<file path="src/rtl/branch_cmp_if.sv">
// Operand/opcode request and registered compare result bundle for branch_cmp.
// The pipeline drives the request side; the comparator drives the result side.
interface branch_cmp_if #(
   parameter int XLEN = 32
);
   logic            i_valid;
   logic [XLEN-1:0] i_a;
   logic [XLEN-1:0] i_b;
   logic [2:0]      i_cmpop;
   logic            o_valid;
   logic            o_taken;
   logic            o_illegal;
   logic            o_eq;
   logic            o_lt;
   logic            o_ltu;

   modport master (
      output i_valid, i_a, i_b, i_cmpop,
      input  o_valid, o_taken, o_illegal, o_eq, o_lt, o_ltu
   );

   modport slave (
      input  i_valid, i_a, i_b, i_cmpop,
      output o_valid, o_taken, o_illegal, o_eq, o_lt, o_ltu
   );
endinterface

</file>
<file path="src/rtl/branch_cmp.sv">
// Branch-condition comparator for the execute stage: RISC-V funct3 opcodes,
// one-cycle registered result with valid qualifier and raw eq/lt/ltu flags.
module branch_cmp #(
   parameter int XLEN = 32
) (
   input logic        i_clk,
   input logic        i_rst_n,
   branch_cmp_if.slave bus
);

   localparam logic [2:0] OP_BEQ  = 3'b000;
   localparam logic [2:0] OP_BNE  = 3'b001;
   localparam logic [2:0] OP_BLT  = 3'b100;
   localparam logic [2:0] OP_BGE  = 3'b101;
   localparam logic [2:0] OP_BLTU = 3'b110;
   localparam logic [2:0] OP_BGEU = 3'b111;

   logic eq;
   logic ltu;
   logic lt;
   logic low_ltu;
   logic sign_a;
   logic sign_b;
   logic taken;
   logic illegal;

   // Signed order reuses the unsigned compare of the bits below the MSB;
   // only a sign mismatch overrides it.
   always_comb begin
      sign_a  = bus.i_a[XLEN-1];
      sign_b  = bus.i_b[XLEN-1];
      eq      = (bus.i_a == bus.i_b);
      ltu     = (bus.i_a < bus.i_b);
      low_ltu = (bus.i_a[XLEN-2:0] < bus.i_b[XLEN-2:0]);
      lt      = (sign_a != sign_b) ? sign_a : low_ltu;
   end

   always_comb begin
      taken   = 1'b0;
      illegal = 1'b0;
      case (bus.i_cmpop)
         OP_BEQ:  taken = eq;
         OP_BNE:  taken = !eq;
         OP_BLT:  taken = lt;
         OP_BGE:  taken = !lt;
         OP_BLTU: taken = ltu;
         OP_BGEU: taken = !ltu;
         default: illegal = 1'b1;
      endcase
   end

   // o_valid depends only on i_valid so idle-cycle garbage on the operands
   // never reaches it; the result fields simply hold while idle.
   always_ff @(posedge i_clk or negedge i_rst_n) begin
      if (!i_rst_n) begin
         bus.o_valid   <= 1'b0;
         bus.o_taken   <= 1'b0;
         bus.o_illegal <= 1'b0;
         bus.o_eq      <= 1'b0;
         bus.o_lt      <= 1'b0;
         bus.o_ltu     <= 1'b0;
      end else begin
         bus.o_valid <= bus.i_valid;
         if (bus.i_valid) begin
            bus.o_taken   <= taken;
            bus.o_illegal <= illegal;
            bus.o_eq      <= eq;
            bus.o_lt      <= lt;
            bus.o_ltu     <= ltu;
         end
      end
   end

endmodule

</file>
<file path="src/flat_wrapper.sv">
// flat-port wrapper written by rule: the top's interface ports become plain ports
module branch_cmp_flat 
#(
   parameter int XLEN = 32
)
  (i_clk, i_rst_n, bus_i_valid, bus_i_a, bus_i_b, bus_i_cmpop, bus_o_valid, bus_o_taken, bus_o_illegal, bus_o_eq, bus_o_lt, bus_o_ltu);
  branch_cmp_if #(.XLEN(XLEN)) bus_i ();
  input logic i_clk;
  input logic i_rst_n;
  input wire logic [$bits(bus_i.i_valid)-1:0] bus_i_valid;
  input wire logic [$bits(bus_i.i_a)-1:0] bus_i_a;
  input wire logic [$bits(bus_i.i_b)-1:0] bus_i_b;
  input wire logic [$bits(bus_i.i_cmpop)-1:0] bus_i_cmpop;
  output wire logic [$bits(bus_i.o_valid)-1:0] bus_o_valid;
  output wire logic [$bits(bus_i.o_taken)-1:0] bus_o_taken;
  output wire logic [$bits(bus_i.o_illegal)-1:0] bus_o_illegal;
  output wire logic [$bits(bus_i.o_eq)-1:0] bus_o_eq;
  output wire logic [$bits(bus_i.o_lt)-1:0] bus_o_lt;
  output wire logic [$bits(bus_i.o_ltu)-1:0] bus_o_ltu;
  assign bus_i.i_valid = bus_i_valid;
  assign bus_i.i_a = bus_i_a;
  assign bus_i.i_b = bus_i_b;
  assign bus_i.i_cmpop = bus_i_cmpop;
  assign bus_o_valid = bus_i.o_valid;
  assign bus_o_taken = bus_i.o_taken;
  assign bus_o_illegal = bus_i.o_illegal;
  assign bus_o_eq = bus_i.o_eq;
  assign bus_o_lt = bus_i.o_lt;
  assign bus_o_ltu = bus_i.o_ltu;
  branch_cmp #(.XLEN(XLEN)) u_core (.i_clk(i_clk), .i_rst_n(i_rst_n), .bus(bus_i));
endmodule
</file>
<file path="config.mk">
export PLATFORM = sky130hd
export DESIGN_NAME = branch_cmp_flat
export DESIGN_NICKNAME = d
export VERILOG_FILES = /design/src/rtl/branch_cmp_if.sv /design/src/rtl/branch_cmp.sv /design/src/flat_wrapper.sv
export SDC_FILE = /design/constraint.sdc
export NUM_CORES = 1
export LEC_CHECK = 0
export CAP_MARGIN = 5
export CORE_AREA = 2 2 65 54
export DETAILED_ROUTE_END_ITERATION = 10
export DIE_AREA = 0 0 67 56
export PLACE_DENSITY = 0.86
export SYNTH_ARGS = -nofsm -noshare
export SYNTH_HDL_FRONTEND = slang
export SYNTH_SLANG_ARGS = --single-unit
</file>
<file path="constraint.sdc">
create_clock -name i_clk -period 1.55 [get_ports i_clk]
set_input_delay 0.3875 -clock i_clk [delete_from_list [all_inputs] [get_ports i_clk]]
set_output_delay 0.3875 -clock i_clk [all_outputs]
set_load 0.02 [all_outputs]
</file>
==> results list <==
* Distinct cell type count after synthesis: 29
* Worst setup path class: in2reg
- Height of the chip: 56 um
- Mapped Cells: about 160
- After detailed placement, the total cell area comes to 2260 um^2.
- For this run, the detailed router's first-pass iteration total came to 4.
- IR analysis of the VDD net gives a maximum drop of 0.000358 V.
- First-pass GRT wire length: 8.06 mm
* Sequence of cells on the critical path: dlygate4sd2_1, ha_4, nand4_1, a21oi_2, nor2_2, o221a_2, o221ai_4, mux2_4, o211ai_2
- Average cell area after synthesis: 7.54 um^2
* Placer's final routability congestion estimate: 0.829
- Violations in the final reports: negative setup slack
- Final cell area excluding filler cells: about 2600 um^2
- Antenna diodes: 0
* WP data required: 1.71 ns
- Max-slew violations: 0
* Number of antenna violations at the first check in global routing: 0
- Highest-count cells in the layout ignoring fill and taps: sky130_fd_sc_hd__ha_4, sky130_fd_sc_hd__dlygate4sd2_1, sky130_fd_sc_hd__inv_2
- After synthesis, the share of cell area in mux cells is 0.0480.
* Post-layout minimum cycle time: 2.07 ns
- Part of the Yosys area used for sequential elements: 0.125
- Slowest cell on the critical path: sky130_fd_sc_hd__mux2_4
* Worst min-delay path category: in2async
- Detailed-route DRC error count: 0
* Pin slew with the least headroom to its limit: 0.292 ns
* Result of the run: finished, violations left
- Area fraction in compound gates after synthesis: 0.165
- Detailed placement ended at an HPWL of 3.16 mm.
* Worst-case headroom to the max-slew limit: 0.805
- Max Buffers Root-to-Sink: 2
* Core utilization of the finished layout: 0.839
* Via count of the first global-routing pass: 1764
- Max Clk Rate: 483 MHz
- In this run the remaining antenna-violating nets after routing total 0.
- Post-DR vias/cell: 5.42
- Main combinational cell family by area after synthesis: adder cells
- Sum of negative setup slack: -1.26 ns
* Clock Pin Slew Worst Setup and Hold Paths: ~0.040 ns
* Post-Synth Simple-Gate Area: 0.198
- Clock tree synthesis selected as its root buffer the cell sky130_fd_sc_hd__clkbuf_8.
* Total number of placement rows: 18
* Warning count from the yosys run: 0
- Initial standard-cell utilization of the core: 0.391
- Filler-free cell count of the finished design: 297
- Final count of hold timing violations: 0
* Setup violations, final: 4
* Num ports: 76
* Register bit count reported by yosys: 6
* WL final: 5.24 mm
- The number of placed instances, taps included, is 290.
- Most common cell after layout, fill and taps aside: sky130_fd_sc_hd__ha_4
* Number of CTS-inserted buffers: 3
- Net count reported at finish: about 360
- Total routing resource utilization after global routing: 0.285
- The later pin in the worst-skew pair is clocked with a latency of 0.23 ns.
* Total nets after synthesis: 261
- In the post-synthesis netlist, the biggest area contributors are sky130_fd_sc_hd__ha_1, sky130_fd_sc_hd__dfrtp_1, sky130_fd_sc_hd__inv_1.
* Maximum number of pins on one net before global-route repair: 8
- Max Clock Skew: 0 ns
- Die Wd: 67 um
* XOR/XNOR Fraction of Synth Area: 0.00731
- On the worst path, the slowest cell contributes a delay of 0.33 ns.
- From synthesis to final layout, the design area changed by 114%.
- Family with the most delay on the worst path: compound AO/OA/AOI/OAI gates
* P_leak: 1.19 nW
- Of the total synthesized cell area, the portion taken by full adders, half adders and majority gates is 0.334.
- Together, buffers and inverters on the worst path number 1.
- Worst setup EP type: flop
- In this run, post-CTS hold repair placed 0 buffers.
- Global route overflow: 0
* Fillers: around 180
- Across the run, the number of max-cap violations was 0.
* Post-layout total power: between 1 and 1.5 mW
* Clock tree from TritonCTS: done
- Buffers placed on the I/O ports in this run total 75.
- sky130_fd_sc_hd__ha_1 takes more of the synthesized area than any other cell.
* Maximum fanout along the worst path: 5
- RSZ-0062 raised after global routing: true
* Mean routed wirelength per cell: approximately 18 um
* Clock sink count: 6
- In this run the cell area of the synthesized design comes to 1200 um^2.
- Via Count: 1610
- Depth of the worst register-to-register path: 2
* P per Cell Area: ~440 nW/um^2
- Setup WS post-layout: -0.519 ns
- Deepest level of the CTS H-tree: 1
- The core region is between 3000 and 4000 um^2.
* Final worst path period share: 1.33
- Initial detailed-routing violation count: ~70
* Kind of launch point of the worst setup path: input port
- Die Outline Area: 3750 um^2
- Fraction of final layout cells sized beyond drive strength 1: 0.584
- Of the post-synthesis cell area, the dominant cell type holds 0.334.
* Worst Path Arrival: between 2 and 2.5 ns
* Crit. path cell count: 9
==> timing repair <==
action,CTS,global route
setup endpoints to repair,9,5
resized for setup,237,21
pin swaps,64,16
buffers inserted,5,2
==> final timing paths <==
check / slack, ns / to / from
min in group i_clk: 0.52 / u_core.bus.o_eq$_DFFE_PN0P_ / u_core.bus.o_eq$_DFFE_PN0P_
setup reg to reg: 0.71 / u_core.bus.o_taken$_DFFE_PN0P_ / u_core.bus.o_taken$_DFFE_PN0P_
hold reg to reg: 0.52 / u_core.bus.o_eq$_DFFE_PN0P_ / u_core.bus.o_eq$_DFFE_PN0P_
hold / removal: 0.40 / u_core.bus.o_illegal$_DFFE_PN0P_ / i_rst_n
setup / recovery: -0.52 / u_core.bus.o_taken$_DFFE_PN0P_ / bus_i_a[6]
max in group asynchronous: 0.92 / u_core.bus.o_lt$_DFFE_PN0P_ / i_rst_n
==> metal layers <==
metal | track usage | part of all wire | vias to the layer above
met1 | 0.290 | 0.37 | 736
li1 | - | - | 757
met3 | 0.0648 | 0.072 | 28
met5 | 0 | 0 | -
met2 | 0.502 | 0.50 | 89
met4 | 0.198 | 0.067 | 0
==> cells in the mapped netlist <==
master and count:
sky130_fd_sc_hd__mux2_4 1, sky130_fd_sc_hd__dfrtp_1 6, sky130_fd_sc_hd__nor3_1 2, sky130_fd_sc_hd__o21ai_1 1, sky130_fd_sc_hd__xnor2_1 1, sky130_fd_sc_hd__nand3b_1 2
sky130_fd_sc_hd__nor3_2 1, sky130_fd_sc_hd__mux2_2 2, sky130_fd_sc_hd__a21oi_1 17, sky130_fd_sc_hd__nand3_1 9, sky130_fd_sc_hd__o211ai_1 1, sky130_fd_sc_hd__a221oi_2 1
sky130_fd_sc_hd__and3_1 2, sky130_fd_sc_hd__ha_1 32, sky130_fd_sc_hd__nand2_1 11, sky130_fd_sc_hd__a31oi_1 1, sky130_fd_sc_hd__o21ai_0 6, sky130_fd_sc_hd__o211ai_2 1
sky130_fd_sc_hd__o221a_2 1, sky130_fd_sc_hd__nand4_1 10, sky130_fd_sc_hd__nor3b_1 1, sky130_fd_sc_hd__mux2i_1 2, sky130_fd_sc_hd__nor2_1 5, sky130_fd_sc_hd__clkbuf_1 1
sky130_fd_sc_hd__inv_1 38, sky130_fd_sc_hd__and4_1 1, sky130_fd_sc_hd__o221ai_2 1, sky130_fd_sc_hd__a221o_1 1, sky130_fd_sc_hd__nor4_1 1
==> cells by family (layout without fill, tap and decap cells) <==
family / count (synthesis) / in the layout
DFF: 6 / 6
muxes: 5 / 5
buffers and inverters: 39 / 137
adders and majority gates: 32 / 32
AOI/OAI and AO/OA: 31 / 31
and+or+nand+nor: 45 / 45
xor gates and xnor gates: 1 / 1
==> final cells by class <==
cell class,instances,area [um^2],area share
timing repair buffer,96,774,0.301
inverter,38,158,0.0613
multi-input combinational,114,1400,0.543
clock buffer,3,41.3,0.0161
tap,40,50.0,0.0195
sequential,6,150,0.0584
==> state kept, by name, indices dropped and copies added, names as in the netlist <==
register / flops
u_core.bus.o_eq: 1
u_core.bus.o_illegal: 1
u_core.bus.o_lt: 1
u_core.bus.o_ltu: 1
u_core.bus.o_taken: 1
u_core.bus.o_valid: 1
==> power by group <==
part	switching (mW)	internal (mW)
Clock	0.0782	0.168
Combinational	0.330	0.378
Sequential	0.0102	0.173
Total	0.418	0.719
==> through the flow <==
stage | hold slack [ns] | setup slack, ns
global route | 0.420 | -0.563
CTS | 0.407 | -0.436
global placement | 0.500 | -1.06
finish | 0.403 | -0.519
floorplan | 0.0919 | -0.429
detailed placement | 0.508 | -1.12
Note: power is estimated with default switching activity, not from simulation.
